--- config.mk ---
export PLATFORM = sky130hd
export DESIGN_NAME = extmem_responder
export DESIGN_NICKNAME = d
export VERILOG_FILES = /design/src/rtl/extmem_resp_pkg.sv /design/src/rtl/extmem_wr_buffer.sv /design/src/rtl/extmem_responder.sv
export SDC_FILE = /design/constraint.sdc
export NUM_CORES = 1
export LEC_CHECK = 0
export ABC_CLOCK_PERIOD_IN_PS = 8200
export BUFFER_PORTS_ARGS = -buffer_cell sky130_fd_sc_hd__buf_2
export CORE_MARGIN = 8
export CORE_UTILIZATION = 50
export CTS_BUF_LIST = sky130_fd_sc_hd__clkbuf_2
export CTS_CLUSTER_SIZE = 30
export DETAILED_ROUTE_END_ITERATION = 6
export PLACE_DENSITY = 0.69
export RECOVER_POWER = 25
export SYNTH_ARGS = -nofsm -noshare
export SYNTH_HDL_FRONTEND = slang
export SYNTH_HIERARCHICAL = 1
export SYNTH_SLANG_ARGS = --single-unit
--- constraint.sdc ---
create_clock -name clk -period 8.2 [get_ports clk]
set_input_delay 0.82 -clock clk [delete_from_list [all_inputs] [get_ports clk]]
set_output_delay 0.82 -clock clk [all_outputs]
set_load 0.005 [all_outputs]
--- src/rtl/extmem_resp_pkg.sv ---
// Shared FSM state, write-buffer entry type and default sizes for the external-memory responder.
package extmem_resp_pkg;
   localparam int EXTMEM_ADDR_W   = 16;
   localparam int EXTMEM_DATA_W   = 16;
   localparam int EXTMEM_WB_DEPTH = 4;

   typedef enum logic {RUN = 1'b0, FLUSH = 1'b1} state_e;

   // Entry fields are sized by the package widths; non-default widths are changed here.
   typedef struct packed {
      logic                     valid;
      logic [EXTMEM_ADDR_W-1:0] addr;
      logic [EXTMEM_DATA_W-1:0] data;
   } wb_entry_t;

   function automatic logic [31:0] sat_inc(input logic [31:0] v, input logic en);
      return (en && (v != '1)) ? v + 32'd1 : v;
   endfunction
endpackage

--- src/rtl/extmem_wr_buffer.sv ---
// Circular posted-write FIFO with a parallel newest-match read lookup over all valid entries.
// Push/pop update at the clock edge; head and lookup are combinational; caller never pushes when full.
module extmem_wr_buffer
   import extmem_resp_pkg::*;
#(
   parameter int ADDR_W = EXTMEM_ADDR_W,
   parameter int DATA_W = EXTMEM_DATA_W,
   parameter int DEPTH  = EXTMEM_WB_DEPTH,
   localparam int PTR_W = $clog2(DEPTH),
   localparam int CNT_W = PTR_W + 1
) (
   input  logic              clk,
   input  logic              rst,
   input  logic              push_i,
   input  logic [ADDR_W-1:0] push_addr_i,
   input  logic [DATA_W-1:0] push_data_i,
   input  logic              pop_i,
   input  logic [ADDR_W-1:0] lkp_addr_i,
   output logic [CNT_W-1:0]  count_o,
   output logic [ADDR_W-1:0] head_addr_o,
   output logic [DATA_W-1:0] head_data_o,
   output logic              lkp_hit_o,
   output logic [DATA_W-1:0] lkp_data_o
);
   wb_entry_t        mem_q [DEPTH];
   logic [PTR_W-1:0] wr_ptr_q, rd_ptr_q;
   logic [CNT_W-1:0] count_q, count_d;

   assign count_o     = count_q;
   assign head_addr_o = mem_q[rd_ptr_q].addr;
   assign head_data_o = mem_q[rd_ptr_q].data;

   always_comb begin
      count_d = count_q;
      if (push_i && !pop_i) begin
         count_d = count_q + CNT_W'(1);
      end else if (pop_i && !push_i) begin
         count_d = count_q - CNT_W'(1);
      end
   end

   // Walk oldest to newest so a younger match overrides an older one.
   always_comb begin
      logic [PTR_W-1:0] idx;
      idx        = '0;
      lkp_hit_o  = 1'b0;
      lkp_data_o = '0;
      for (int k = 0; k < DEPTH; k++) begin
         idx = rd_ptr_q + PTR_W'(k);
         if (mem_q[idx].valid && (mem_q[idx].addr == lkp_addr_i)) begin
            lkp_hit_o  = 1'b1;
            lkp_data_o = mem_q[idx].data;
         end
      end
   end

   always_ff @(posedge clk or negedge rst) begin
      if (!rst) begin
         wr_ptr_q <= '0;
         rd_ptr_q <= '0;
         count_q  <= '0;
         for (int i = 0; i < DEPTH; i++) begin
            mem_q[i] <= '0;
         end
      end else begin
         count_q <= count_d;
         if (push_i) begin
            mem_q[wr_ptr_q] <= '{valid: 1'b1, addr: push_addr_i, data: push_data_i};
            wr_ptr_q        <= wr_ptr_q + PTR_W'(1);
         end
         if (pop_i) begin
            mem_q[rd_ptr_q].valid <= 1'b0;
            rd_ptr_q              <= rd_ptr_q + PTR_W'(1);
         end
      end
   end
endmodule

--- src/rtl/extmem_responder.sv ---
// External-memory responder: 1-cycle reads own the SRAM port, writes are posted and forwarded, flush drains.
// req_ready drops while flushing or with the buffer full; define EXTMEM_RESP_STATS_EN for stat_* counters.
module extmem_responder
   import extmem_resp_pkg::*;
#(
   parameter int ADDR_W   = EXTMEM_ADDR_W,
   parameter int DATA_W   = EXTMEM_DATA_W,
   parameter int WB_DEPTH = EXTMEM_WB_DEPTH
) (
   input  logic              clk,
   input  logic              rst,
   input  logic              we,
   input  logic              re,
   input  logic [ADDR_W-1:0] wr_addr,
   input  logic [ADDR_W-1:0] rd_addr,
   input  logic [DATA_W-1:0] wr_data,
   output logic [DATA_W-1:0] rd_data,
   output logic              req_ready,
   input  logic              flush_req,
   output logic              flush_done,
   output logic              sram_cs,
   output logic              sram_we,
   output logic [ADDR_W-1:0] sram_addr,
   output logic [DATA_W-1:0] sram_wdata,
   input  logic [DATA_W-1:0] sram_rdata
`ifdef EXTMEM_RESP_STATS_EN
   ,
   output logic [31:0]       stat_rd,
   output logic [31:0]       stat_wr,
   output logic [31:0]       stat_fwd_hit,
   output logic [31:0]       stat_stall
`endif
);
   localparam int CNT_W = $clog2(WB_DEPTH) + 1;

   state_e            state_q, state_d;
   logic [CNT_W-1:0]  wb_count;
   logic [ADDR_W-1:0] head_addr;
   logic [DATA_W-1:0] head_data, lkp_data;
   logic              lkp_hit, wb_empty;
   logic              acc_re, acc_we, pop, push, direct_wr;
   logic              rsp_vld_q, hit_q;
   logic [DATA_W-1:0] fwd_q, hold_q, rsp_dat;

   // Gating with rst keeps the request side and the SRAM strobes quiet for the whole reset.
   assign req_ready = rst && (state_q == RUN) && (wb_count < CNT_W'(WB_DEPTH));
   assign acc_re    = re && req_ready;
   assign acc_we    = we && req_ready;
   assign wb_empty  = (wb_count == '0);
   assign pop       = !acc_re && !wb_empty;
   assign direct_wr = !acc_re && wb_empty && acc_we;
   assign push      = acc_we && !direct_wr;

   assign sram_cs    = acc_re || pop || direct_wr;
   assign sram_we    = pop || direct_wr;
   assign sram_addr  = acc_re ? rd_addr : (pop ? head_addr : wr_addr);
   assign sram_wdata = pop ? head_data : wr_data;

   extmem_wr_buffer #(.ADDR_W(ADDR_W), .DATA_W(DATA_W), .DEPTH(WB_DEPTH)) u_wb (
      .clk         (clk),
      .rst         (rst),
      .push_i      (push),
      .push_addr_i (wr_addr),
      .push_data_i (wr_data),
      .pop_i       (pop),
      .lkp_addr_i  (rd_addr),
      .count_o     (wb_count),
      .head_addr_o (head_addr),
      .head_data_o (head_data),
      .lkp_hit_o   (lkp_hit),
      .lkp_data_o  (lkp_data)
   );

   always_comb begin
      state_d    = state_q;
      flush_done = 1'b0;
      case (state_q)
         RUN:     if (flush_req) state_d = FLUSH;
         FLUSH:   if (wb_empty) begin
                     flush_done = 1'b1;
                     state_d    = RUN;
                  end
         default: state_d = RUN;
      endcase
   end

   assign rsp_dat = hit_q ? fwd_q : sram_rdata;
   assign rd_data = rsp_vld_q ? rsp_dat : hold_q;

   always_ff @(posedge clk or negedge rst) begin
      if (!rst) begin
         state_q   <= RUN;
         rsp_vld_q <= 1'b0;
         hit_q     <= 1'b0;
         fwd_q     <= '0;
         hold_q    <= '0;
      end else begin
         state_q   <= state_d;
         rsp_vld_q <= acc_re;
         if (acc_re) begin
            hit_q <= lkp_hit;
            fwd_q <= lkp_data;
         end
         if (rsp_vld_q) begin
            hold_q <= rsp_dat;
         end
      end
   end

`ifdef EXTMEM_RESP_STATS_EN
   logic [31:0] st_rd_q, st_wr_q, st_fwd_q, st_stall_q;

   always_ff @(posedge clk or negedge rst) begin
      if (!rst) begin
         st_rd_q    <= '0;
         st_wr_q    <= '0;
         st_fwd_q   <= '0;
         st_stall_q <= '0;
      end else begin
         st_rd_q    <= sat_inc(st_rd_q, acc_re);
         st_wr_q    <= sat_inc(st_wr_q, acc_we);
         st_fwd_q   <= sat_inc(st_fwd_q, acc_re && lkp_hit);
         st_stall_q <= sat_inc(st_stall_q, (we || re) && !req_ready);
      end
   end

   assign stat_rd      = st_rd_q;
   assign stat_wr      = st_wr_q;
   assign stat_fwd_hit = st_fwd_q;
   assign stat_stall   = st_stall_q;
`endif
endmodule
-- Word level (Yosys, flattened, before mapping)
Cells that the tools add are included.
- bits in registers: 174
- input bits: 69
- output and inout port bits: 52
- muxes and demuxes: 40
- add/sub/neg operators: 6
- magnitude comparators: 8
- equality and inequality tests: 4
- reduce and logical (&&, ||, !) cells: 26
- bitwise gates (word level): 6
- operator list (operator ; count):
    $mux W33 ; 10
    $bmux W33 S2 ; 4
    $bwmux W132 ; 2
    $mux W132 ; 2
    $mux W16 ; 9
    $demux W33 S2 ; 2
    $eq A16 B16 Y1 ; 4
    $logic_and A1 B1 Y1 ; 16
    $ge A3 B3 Y1 const B ; 5
    $not A2 Y3 ; 5
    $mux W1 ; 8
    $lt A3 B1 Y1 const B ; 2
    $mux W3 ; 2
    $logic_not A1 Y1 ; 5
    $add A2 B1 Y2 const B ; 2
    $add A2 B2 Y2 const B ; 2
    $add A3 B1 Y3 const B ; 1
    $logic_not A3 Y1 ; 1
    $logic_or A1 B1 Y1 ; 3
    $lt A3 B3 Y1 const B ; 1
    $sub A3 B1 Y3 const B ; 1
    $pmux W1 S2 ; 1
    $reduce_bool A2 Y1 ; 1
    $not A1 Y1 ; 1

-- Longest topological paths before layout
Gate-level depths: netlist (run 1).
- depth after elaboration: 13
- mapped depth: 18
- mapped depth without buffers: 11

-- Hierarchy
Netlist (run 1), hierarchy kept.
- modules (own cells, without submodules) (module ; instances ; cells each ; seq. area each (µm²) ; area an instance (µm²)):
    extmem_wr_buffer ; 1 ; 773 ; 3478.3 ; 10209.8
    extmem_responder ; 1 ; 190 ; 875.8 ; 2058.2

-- Worst setup path after synthesis (run 1)
No wires, ideal clock.
- path kind: register -> register
- start point: register u_wb.rd_ptr_q[0]
- end point: register fwd_q[7]
- slack: 4.471 ns
- cell stages (with the launch flop): 18
- arrival: 3.664 ns
- library setup time: 0.064 ns
- path through: dfrtp_1 buf_6 buf_12 clkinv_1 buf_1 ha_1 buf_2 buf_4 buf_4 mux4_2 xor2_1 nor4_1 o2111ai_1 and2_1 buf_2 buf_6 a32oi_1 mux2_2
- longest elaborated chain between the ends: 10
- elaborated cells on any way between the ends: 31
- RTL lines (what ; line ; text):
    from (decl) ; extmem_wr_buffer.sv:26 ; logic [PTR_W-1:0] wr_ptr_q, rd_ptr_q;
    from (signal assigned) ; extmem_wr_buffer.sv:73 ; rd_ptr_q <= rd_ptr_q + PTR_W'(1);
    $add A2 B1 Y2 / $not A2 Y3 (equally long branches) ; extmem_wr_buffer.sv:49, extmem_wr_buffer.sv:50, extmem_wr_buffer.sv:52 ;
    $not A2 Y3 (implied by the code) / $bmux W33 S2 (equally long branches) ; extmem_wr_buffer.sv:50, extmem_wr_buffer.sv:52 ;
    $bmux W33 S2 / $mux W33 (equally long branches) ; extmem_wr_buffer.sv:50, extmem_wr_buffer.sv:52 ;
    $mux W33 (implied by the code) ; extmem_wr_buffer.sv:50 ; if (mem_q[idx].valid && (mem_q[idx].addr == lkp_addr_i)) begin
    $mux W33 (implied by the code) / $eq A16 B16 Y1 (equally long branches) ; extmem_wr_buffer.sv:50 ;
    $eq A16 B16 Y1 / $logic_and A1 B1 Y1 (equally long branches) ; extmem_wr_buffer.sv:50 ;
    $logic_and A1 B1 Y1 / $mux W16 (equally long branches) ; extmem_wr_buffer.sv:50 ;
    $mux W16 (2 in series) ; extmem_wr_buffer.sv:50 ;
    $mux W16 * ; extmem_wr_buffer.sv:50 ;
    via lkp_data[7] ; extmem_responder.sv:39 ; logic [DATA_W-1:0] head_data, lkp_data;
    to (signal assigned) ; extmem_responder.sv:102 ; fwd_q <= lkp_data;
    to (decl) ; extmem_responder.sv:43 ; logic [DATA_W-1:0] fwd_q, hold_q, rsp_dat;
Mark *: on every way through the listed nets, which the timed path passes. The rest lies on a longest branch. The select of a mux whose other input is x is not followed.
A chain may end at the register's enable or synchronous reset.

-- Worst setup path in the final report (run 1)
- start point: input rst
- end point: output sram_wdata[6]
- longest elaborated chain between the ends: 6
- RTL lines (what ; line ; text):
    from (decl) ; extmem_responder.sv:11 ; input logic rst,
    $logic_and A1 B1 Y1 (2 in series) ; extmem_responder.sv:46 ; assign req_ready = rst && (state_q == RUN) && (wb_count < CNT_W'(WB_DEPTH));
    $logic_and A1 B1 Y1 ; extmem_responder.sv:47 ; assign acc_re = re && req_ready;
    $logic_not A1 Y1 ; extmem_responder.sv:50 ; assign pop = !acc_re && !wb_empty;
    $logic_and A1 B1 Y1 ; extmem_responder.sv:50 ;
    $mux W16 ; extmem_responder.sv:57 ; assign sram_wdata = pop ? head_data : wr_data;
    to (decl) ; extmem_responder.sv:24 ; output logic [DATA_W-1:0] sram_wdata,
Every way passes these cells.

==> results of run 1 <==
-- worst reg2reg max path, cell delays in order (launching register included) --
cell	delay [ps]
dfrtp_4	650
clkinv_1	560
ha_4	980
buf_4	590
o21ai_0	240
o2111ai_2	210
buf_4	330
and2_1	700
a32oi_1	220
mux2_2	320
-- layout make-up --
cell class,count,area share [%]
flip-flops and latches,174,33.0
well taps,324,3.06
clock buffers,18,0.681
inverters,9,0.293
multi-input cells,696,56.1
clock inverters,14,1.36
diodes,1,0.0189
repair buffers,137,5.49
-- cells in the mapped netlist, types with 16 or more instances --
cell type    n
a21oi_1     28
a32oi_1     16
buf_1       16
buf_2       27
clkbuf_1    24
dfrtp_1    174
mux2_2     153
mux2i_1     81
mux4_2      96
nand2_1     36
nand2b_1    35
nand3_1     19
nor2_1      25
o21ai_0     44
xnor2_1     48
xor2_1      24
-- cell families after synthesis --
family	Yosys count
xor+xnor	72
compound gates	118
simple gates	146
buf+inv	93
mux	350
fa+ha+maj	10
flops	174
-- path summary, 6_finish.rpt --
check,end,slack (ps),depth (start not counted)
max in group asynchronous,u_wb/rd_ptr_q[0],4170,4
max,sram_wdata[6],2700,8
min reg2reg,hold_q[6],550,2
min in group asynchronous,async pin,1190,2
min,state_q,310,3
max reg2reg,fwd_q[12],3360,9
-- report_power, final --
part	switching, mW	internal, mW
registers	0.357	1.12
clock network	0.321	0.178
logic	1.08	1.32
total	1.76	2.62
-- per-stage QoR --
step,util [%],power [mW],cells
after global routing,54.7,4.69,1373
final,54.7,4.38,1373
after global placement,53.6,3.84,1339
after CTS,54.8,4.40,1372
after floorplan,-,3.32,963
after detailed placement,53.6,3.89,1339
-- metal layers --
layer  share of wire (%)  global-route usage [%]  routed length [microns]  vias up
met1                  47                    30.9                    14300     4464
met2                  45                    30.8                    13900      281
li1                    -                       -                        -     3822
met4                 1.2                    5.18                      365        0
met3                 6.6                    3.96                     2020       28
met5                   0                       0                        0        -
==> run metrics, run 1 <==
status=complete, but fails checks; failing checks=max-capacitance violations, max-slew violations; number of flops mapped to enable cells by yosys=0; largest net degree at the start of global routing=77; antenna violations before repair=2; GRT overflow=0; DRT Wirelength=30700 microns; hold slack=308 ps; CTS clk-pin slew, worst paths=around 220 ps; cts hold-fix bufs=1; CTS tree=built; first-pass GRT wire length=approximately 50000 microns; area leader, netlist=dfrtp_1; row count=57; Slowest Stage Delay on Critical Path=roughly 1500 ps; Post-Place Setup Slack=around 3300 ps; CP delay by family, top=buffers and inverters; Final Net Count=about 1100; min-delay worst type=in -> reg; most frequent cells in the layout=dfrtp_1, mux2_2, buf_2; Pre-Repair DR Iteration Count=5; DRT iter0 DRCs=781; share of post-route cells with drive strength above 1=between 40% and 50%; Max FO, Critical Path=52; VDD IR max=around 0.20 mV; DP HPWL=between 20000 and 25000 microns; Die Height=173 microns; CP cell instances=dlygate4sd3_1 -> clkbuf_1 -> nor3b_4 -> nand2_2 -> clkinv_4 -> nor2_4 -> mux2_4 -> buf_2; H-tree level count=4; DRC=0; crit path DAT=between 4000 and 5000 ps; Fmax achieved=182 MHz; Clock Tree Root=clkbuf_2; Num CTS Buffers=17; final instance area=13200 sq um; Post-Synthesis Cells=around 960; # Max-Cap Violations=2; Wirelength per Cell=between 20 and 25 microns; Longest Clk Path Bufs=2; top cells by area, synth=dfrtp_1, mux4_2, mux2_2, mux2i_1, xnor2_1; Tmin final=around 5500 ps; routability cong.=~0.87; Max Slew Vio Count=between 50 and 60; Final Hold Viols=0; Buf/Inv on CP=4; cts repair resizes=0; register area share after synthesis=35.5%; Vias/cell=between 6 and 7; CP Launch Point=rst; Synth Area in XOR/XNOR=5.14%; input/output buffers=120; count of cell types in the netlist=between 50 and 60; Layout area overhead=7.84%; final setup vio count=0; Multi-input gate area=around 7400 sq um; setup_tns=0 ps; Clock Latency Late Sink=between 700 and 800 ps; Synth Area in Compound Gates=roughly 6%; kind of start point of the critical path=input pin; min-delay src=flush_req; register area=between 4000 and 5000 sq um; Tcrit/Tclk final=67.1%; # IOs=121; core area=24200 sq um; Tightest Pin Transition=between 2000 and 2500 ps; worst reg2reg startpoint=u_wb/rd_ptr_q[0]; CTS Sinks=between 150 and 200; leak pwr=between 5 and 6 nW; Area after DPL=between 10000 and 15000 sq um; P per Cell Area=331 nW/um^2; Setup WS post-layout=2700 ps; synthesized area per cell=12.7 sq um; Antenna Nets Post-Route=0; die area=around 30000 sq um; Synth Area in Simple Gates=6.44%; Post-synth top flop=dfrtp_1; Overall Global Routing Usage=between 20% and 30%; Synth top area share=between 30 and 40%; slowest CP cell=clkbuf_1; post-CTS setup buffers=0; crit end category=primary output; vias in the first global route=8501; main combinational cell family by area after synthesis=multiplexers; Die X=173 microns; Initial Util=a little over 50%; Synth Cell Area=~12000 sq um; skew final=slightly below 50 ps; Fillers=around 2000; most common cell after layout, fill and taps aside=dfrtp_1; adder-cell area share of the yosys netlist=under 10%; Async SR Flop Fraction=100%; mux share of post-synthesis cell area=41.7%; Crit Path Class=in -> out; Slew HR=-41.2%; DR vias=around 8600; synthesized flop and latch total=approximately 170; Synth warnings=6; RSZ-0062 raised after global routing=false; WP data required=around 7400 ps; Post-Syn Nets=approximately 1000
No activity file was read; power rests on OpenSTA's default activity.
==> inputs of run 2 (changes only) <==
--- a/config.mk
+++ b/config.mk
@@ -5,14 +5,14 @@
 export SDC_FILE = /design/constraint.sdc
 export NUM_CORES = 1
 export LEC_CHECK = 0
-export ABC_CLOCK_PERIOD_IN_PS = 8200
+export ABC_CLOCK_PERIOD_IN_PS = 4850
 export BUFFER_PORTS_ARGS = -buffer_cell sky130_fd_sc_hd__buf_2
 export CORE_MARGIN = 8
 export CORE_UTILIZATION = 50
 export CTS_BUF_LIST = sky130_fd_sc_hd__clkbuf_2
 export CTS_CLUSTER_SIZE = 30
 export DETAILED_ROUTE_END_ITERATION = 6
-export PLACE_DENSITY = 0.69
+export PLACE_DENSITY = 0.72
 export RECOVER_POWER = 25
 export SYNTH_ARGS = -nofsm -noshare
 export SYNTH_HDL_FRONTEND = slang
==> constraint.sdc (replaced) <==
create_clock -name clk -period 4.85 [get_ports clk]
set_input_delay 0.485 -clock clk [delete_from_list [all_inputs] [get_ports clk]]
set_output_delay 0.485 -clock clk [all_outputs]
set_load 0.005 [all_outputs]
==> run metrics, run 2 (synthesized netlist as in run 1, its figures left out) <==
worst r2r dst=fwd_q[8] (was fwd_q[12]); status=complete, but fails checks (unchanged); Die Height=173 microns (unchanged); Worst Reg-to-Reg Cells=12 (was 9); worst hold path stage count=3 (unchanged); Wirelength per Cell=22.0 microns (was 22.3 microns); # Max-Cap Violations=1 (was 2); Clock Tree Root=clkbuf_2 (unchanged); Overall Global Routing Usage=21.2% (was 20.8%); Slew HR=-15.2% (was -41.2%); DR vias=8838 (was 8595); Final Net Count=1170 (was 1114); Slowest Stage Delay on Critical Path=1270 ps (was 1490 ps); Area after DPL=13000 sq um (about the same); DRT iter0 DRCs=910 (was 781); Setup WS post-layout=476 ps (was 2700 ps); Switching Power=3.05 mW (was 1.76 mW); leak pwr=5.97 nW (was 5.76 nW); Combinational Power Share=57.3% (was 54.9%); share of post-route cells with drive strength above 1=40.3% (was 42.0%); die area=29800 sq um (unchanged); final instance area=13700 sq um (was 13200 sq um); DRT Wirelength=31400 microns (was 30700 microns); Clk pwr share=10.1% (was 11.4%); min-delay src=re (was flush_req); DP HPWL=21500 microns (was 21100 microns); Seq pwr share=32.6% (was 33.7%); Post-Layout Cell Count=1429 (was 1373); Cell Int Power=4.35 mW (was 2.62 mW); RSZ-0062 raised after global routing=false (unchanged); VDD IR max=0.446 mV (was 0.204 mV); input/output buffers=120 (unchanged); final setup vio count=0 (unchanged); skew final=57.3 ps (was 48.4 ps); slowest CP cell=clkbuf_1 (unchanged); Tmin final=between 4000 and 5000 ps; CTS Sinks=174 (unchanged); core area=24200 sq um (unchanged); Die X=173 microns (unchanged); worst reg2reg startpoint=u_wb/rd_ptr_q[0] (unchanged); Layout area overhead=12.0% (was 7.84%); largest net degree at the start of global routing=70 (was 77); kind of start point of the critical path=flip-flop (was input pin); switch share=41.2% (was 40.2%); Final Hold Viols=0 (unchanged); Tcrit/Tclk final=90.2%; antenna violations before repair=3 (was 2); most frequent cells in the layout=dfrtp_1, mux2_2, buf_2 (unchanged); Antenna Nets Post-Route=0 (unchanged); DRC=0 (unchanged); Tightest Pin Transition=1730 ps (was 2120 ps); Longest Clk Path Bufs=2 (unchanged); setup_tns=0 ps (unchanged); Max Slew Vio Count=20 (was 58); WP data required=4370 ps (was 7380 ps); hold slack=320 ps (was 308 ps); routability cong.=0.912 (was 0.871); Core Util, Final=56.8% (was 54.7%); WHS Endpoint=rsp_vld_q (was state_q); r2r setup slk=550 ps (was 3360 ps); GRT overflow=0 (unchanged); failing checks=max-capacitance violations, max-slew violations (unchanged); row count=57 (unchanged); min-delay worst type=in -> reg (unchanged); Num CTS Buffers=17 (unchanged); Fmax achieved=between 200 and 250 MHz; crit end category=primary output (unchanged); Max FO, Critical Path=19 (was 52); Crit Path Class=reg -> out (was in -> out); crit path DAT=3890 ps (was 4680 ps); CTS tree=built (unchanged); Vias/cell=6.18 (was 6.26); Initial Util=50.7% (unchanged); Placed Instances=1346 (was 1339); Post-Place Setup Slack=532 ps (was 3340 ps); most common cell after layout, fill and taps aside=dfrtp_1 (unchanged); Pre-Repair DR Iteration Count=5 (unchanged); Clock Latency Late Sink=790 ps (was 760 ps); P per Cell Area=539 nW/um^2 (was 331 nW/um^2); # IOs=121 (unchanged); vias in the first global route=9018 (was 8501); H-tree level count=4 (unchanged); CTS clk-pin slew, worst paths=310 ps (was 220 ps); Pwr Total=7.40 mW (was 4.38 mW); CP cell instances=nor3_4 -> clkbuf_1 -> nor2_4 -> buf_4 -> mux2_4 -> buf_2 (was dlygate4sd3_1 -> clkbuf_1 -> nor3b_4 -> nand2_2 -> clkinv_4 -> nor2_4 -> mux2_4 -> buf_2); first-pass GRT wire length=51100 microns (was 50200 microns)
==> run 2: area by class of cell <==
cell class                 count  area [sq um]
antenna                        2          5.00
clock inverter                14           148
sequential                   174          4360
timing repair buffer         193          1280
tap                          324           405
multi-input combinational    696          7410
fill                        1987         10400
clock buffer                  17          85.1
inverter                       9          38.8
==> run 2: timing repair <==
item	4_1_cts	5_1_grt
endpoints found under the hold margin	193	0
gates resized for setup	0	0
setup buffers	0	0
setup endpoints to repair	0	0
hold buffers	50	0
==> run 2: how the worst max path moves through the flow <==
stage,end,cells after the start,from,slack (ps)
floorplan,fwd_q[7],17,u_wb/rd_ptr_q[0],1120
global placement,fwd_q[4],12,u_wb/rd_ptr_q[0],700
detailed placement,fwd_q[14],12,u_wb/rd_ptr_q[0],530
CTS,fwd_q[8],12,u_wb/rd_ptr_q[0],550
global route,sram_wdata[7],6,u_wb/count_o[2],240
finish,sram_wdata[7],6,u_wb/count_o[2],480
==> run 2: worst max-delay path: cells and delay by family (launching register included) <==
kind	cells	cell delay (ps)
and+or+nand+nor	2	550
muxes	1	310
DFF	1	500
buffers and inverters	3	1750
==> run 2: routing by layer <==
layer	vias up	GRT usage (%)	wire length, microns
li1	3928	-	-
met1	4504	29.4	13900
met2	361	33.9	14800
met5	-	0	13
met3	43	4.18	2260
met4	2	4.68	408
==> run 2: power groups by stage <==
stage,sequential [mW],clock (mW),combinational (mW)
after floorplan,2.24,0,3.38
after global placement,2.40,0,4.14
after detailed placement,2.44,0,4.20
after CTS,2.41,0.777,4.25
after global routing,2.50,0.834,4.55
final,2.42,0.748,4.24
==> inputs of run 3 (changes only) <==
--- a/config.mk
+++ b/config.mk
@@ -8,13 +8,14 @@
 export ABC_CLOCK_PERIOD_IN_PS = 4850
 export BUFFER_PORTS_ARGS = -buffer_cell sky130_fd_sc_hd__buf_2
 export CORE_MARGIN = 8
-export CORE_UTILIZATION = 50
+export CORE_UTILIZATION = 56
 export CTS_BUF_LIST = sky130_fd_sc_hd__clkbuf_2
 export CTS_CLUSTER_SIZE = 30
 export DETAILED_ROUTE_END_ITERATION = 6
-export PLACE_DENSITY = 0.72
-export RECOVER_POWER = 25
+export PLACE_DENSITY = 0.79
+export RECOVER_POWER = 100
 export SYNTH_ARGS = -nofsm -noshare
 export SYNTH_HDL_FRONTEND = slang
 export SYNTH_HIERARCHICAL = 1
 export SYNTH_SLANG_ARGS = --single-unit
+export TNS_END_PERCENT = 1
==> run metrics, run 3 (synthesized netlist as in run 1, its figures left out) <==
crit path DAT=3790 ps (was 3890 ps); worst reg2reg startpoint=u_wb/rd_ptr_q[1] (was u_wb/rd_ptr_q[0]); Final Net Count=1167 (was 1170); Tcrit/Tclk final=88.2% (was 90.2%); Vias/cell=6.45 (was 6.18); r2r setup slk=620 ps (was 550 ps); Post-Place Setup Slack=746 ps (was 532 ps); # Max-Cap Violations=3 (was 1); Combinational Power Share=56.4% (was 57.3%); Tmin final=4280 ps (was 4370 ps); status=complete, but fails checks (unchanged); Wirelength per Cell=22.1 microns (was 22.0 microns); Slowest Stage Delay on Critical Path=1290 ps (was 1270 ps); worst hold path stage count=3 (unchanged); Initial Util=56.6% (was 50.7%); largest net degree at the start of global routing=137 (was 70); worst r2r dst=fwd_q[8] (unchanged); skew final=45.0 ps (was 57.3 ps); Antenna Nets Post-Route=0 (unchanged); final setup vio count=0 (unchanged); GRT overflow=0 (unchanged); row count=54 (was 57); Cell Int Power=4.34 mW (was 4.35 mW); Layout area overhead=10.6% (was 12.0%); cts repair resizes=0 (unchanged); CTS clk-pin slew, worst paths=270 ps (was 310 ps); antenna violations before repair=1 (was 3); Die X=164 microns (was 173 microns); post-CTS setup buffers=0 (unchanged); # IOs=121 (unchanged); DR vias=8897 (was 8838); CP cell instances=nor3_1 -> clkbuf_1 -> nor2_4 -> buf_4 -> mux2_1 -> buf_2 (was nor3_4 -> clkbuf_1 -> nor2_4 -> buf_4 -> mux2_4 -> buf_2); H-tree level count=4 (unchanged); leak pwr=5.80 nW (was 5.97 nW); Clock Latency Late Sink=770 ps (was 790 ps); Pre-Repair DR Iteration Count=5 (unchanged); most common cell after layout, fill and taps aside=dfrtp_1 (unchanged); Worst Reg-to-Reg Cells=11 (was 12); CP delay by family, top=buffers and inverters (unchanged); share of post-route cells with drive strength above 1=35.8% (was 40.3%); Buf/Inv on CP=3 (unchanged); routability cong.=0.968 (was 0.912); Num CTS Buffers=17 (unchanged); VDD IR max=0.349 mV (was 0.446 mV); kind of start point of the critical path=flip-flop (unchanged); Tightest Pin Transition=1750 ps (was 1730 ps); Switching Power=2.99 mW (was 3.05 mW); Fmax achieved=234 MHz (was 229 MHz); vias in the first global route=8794 (was 9018); RSZ-0062 raised after global routing=false (unchanged); Slew HR=-16.4% (was -15.2%); DRT iter0 DRCs=712 (was 910); min-delay src=sram_rdata[4] (was re); setup_tns=0 ps (unchanged); die area=26900 sq um (was 29800 sq um); core area=21700 sq um (was 24200 sq um); cts hold-fix bufs=49 (was 50); DRT Wirelength=30500 microns (was 31400 microns); CTS tree=built (unchanged); DP HPWL=21200 microns (was 21500 microns); CTS Sinks=174 (unchanged); Crit Path Class=reg -> out (unchanged); DRC=0 (unchanged); Final Hold Viols=0 (unchanged); Fillers=1714 (was 1987); Die Height=164 microns (was 173 microns); Seq pwr share=32.9% (was 32.6%); slowest CP cell=clkbuf_1 (unchanged); Clk pwr share=10.7% (was 10.1%); Max Slew Vio Count=68 (was 20); switch share=40.8% (was 41.2%); Clock Tree Root=clkbuf_2 (unchanged); Max FO, Critical Path=19 (unchanged); failing checks=max-capacitance violations, max-slew violations (unchanged); crit end category=primary output (unchanged); min-delay worst type=in -> reg (unchanged); Longest Clk Path Bufs=2 (unchanged); WHS Endpoint=hold_q[4] (was rsp_vld_q); Setup WS post-layout=574 ps (was 476 ps); WP data required=4370 ps (about the same); P per Cell Area=540 nW/um^2 (was 539 nW/um^2); most frequent cells in the layout=dfrtp_1, mux2_2, mux4_2 (was dfrtp_1, mux2_2, buf_2); input/output buffers=120 (unchanged); first-pass GRT wire length=48900 microns (was 51100 microns); Overall Global Routing Usage=23.1% (was 21.2%)
==> run 3: changes by cell type in the layout (fill, tap and decap cells not counted), moves of 2 or more <==
cell	delta
inv_8	-4
bufinv_16	+2
inv_6	+2
mux2_4	-8
clkinv_8	-2
clkbuf_1	+38
clkbuf_2	+2
buf_2	-39
buf_4	-5
mux2_1	+9
==> run 3: worst max path at each step <==
stage | start | to | slack (ps) | cells past startpoint
after floorplan | u_wb/rd_ptr_q[0] | fwd_q[7] | 1120 | 17
after global placement | u_wb/rd_ptr_q[1] | fwd_q[1] | 840 | 11
after detailed placement | u_wb/rd_ptr_q[0] | fwd_q[8] | 750 | 9
after CTS | u_wb/rd_ptr_q[0] | fwd_q[8] | 690 | 11
after global routing | u_wb/count_o[1] | sram_wdata[7] | 280 | 6
final | u_wb/count_o[1] | sram_wdata[7] | 570 | 6
==> run 3: cell type report <==
cell class                      count  area [sq um]  area share [%]
Antenna cell                        1          2.50          0.0184
Clock buffer                       17          85.1           0.627
Clock inverter                     13           155            1.14
Inverter                            9          38.8           0.286
Multi-Input combinational cell    696          7370            54.3
Sequential cell                   174          4360            32.1
Tap cell                          280           350            2.58
Timing Repair Buffer              190          1200            8.86
==> run 3: tightest hold or removal path, stage by stage <==
cell	delay, ps
buf_2	110
mux2i_1	140
a21oi_1	120
==> run 3: power groups by stage <==
stage / Clock, mW / Sequential [mW] / Combinational, mW
floorplan: 0 / 2.24 / 3.38
global placement: 0 / 2.40 / 4.10
detailed placement: 0 / 2.44 / 4.19
CTS: 0.812 / 2.41 / 4.24
global route: 0.872 / 2.48 / 4.45
finish: 0.783 / 2.41 / 4.14
==> run 3: per-stage QoR <==
| step | cells | area, sq um | hold slack, ps | util [%] | total power [mW] |
|---|---|---|---|---|---|
| 6_report | 1380 | 13600 | 92.7 | 62.6 | 7.33 |
| 5_1_grt | 1380 | 13600 | 3.01 | 62.6 | 7.81 |
| 4_1_cts | 1379 | 13700 | 1.47 | 63.1 | 7.46 |
| 3_5_place_dp | 1300 | 13000 | 415 | 59.7 | 6.63 |
| 3_3_place_gp | 1300 | 13000 | 414 | 59.7 | 6.50 |
| 2_1_floorplan | 963 | 12300 | 189 | - | 5.62 |
==> run 3: metal layers <==
metal | share of wire, % | global-route usage, % | up-vias
li1 | - | - | 3917
met1 | 43 | 32.3 | 4540
met2 | 47 | 35.4 | 387
met3 | 8.3 | 5.41 | 53
met4 | 1.8 | 6.69 | 0
met5 | 0 | 0 | -
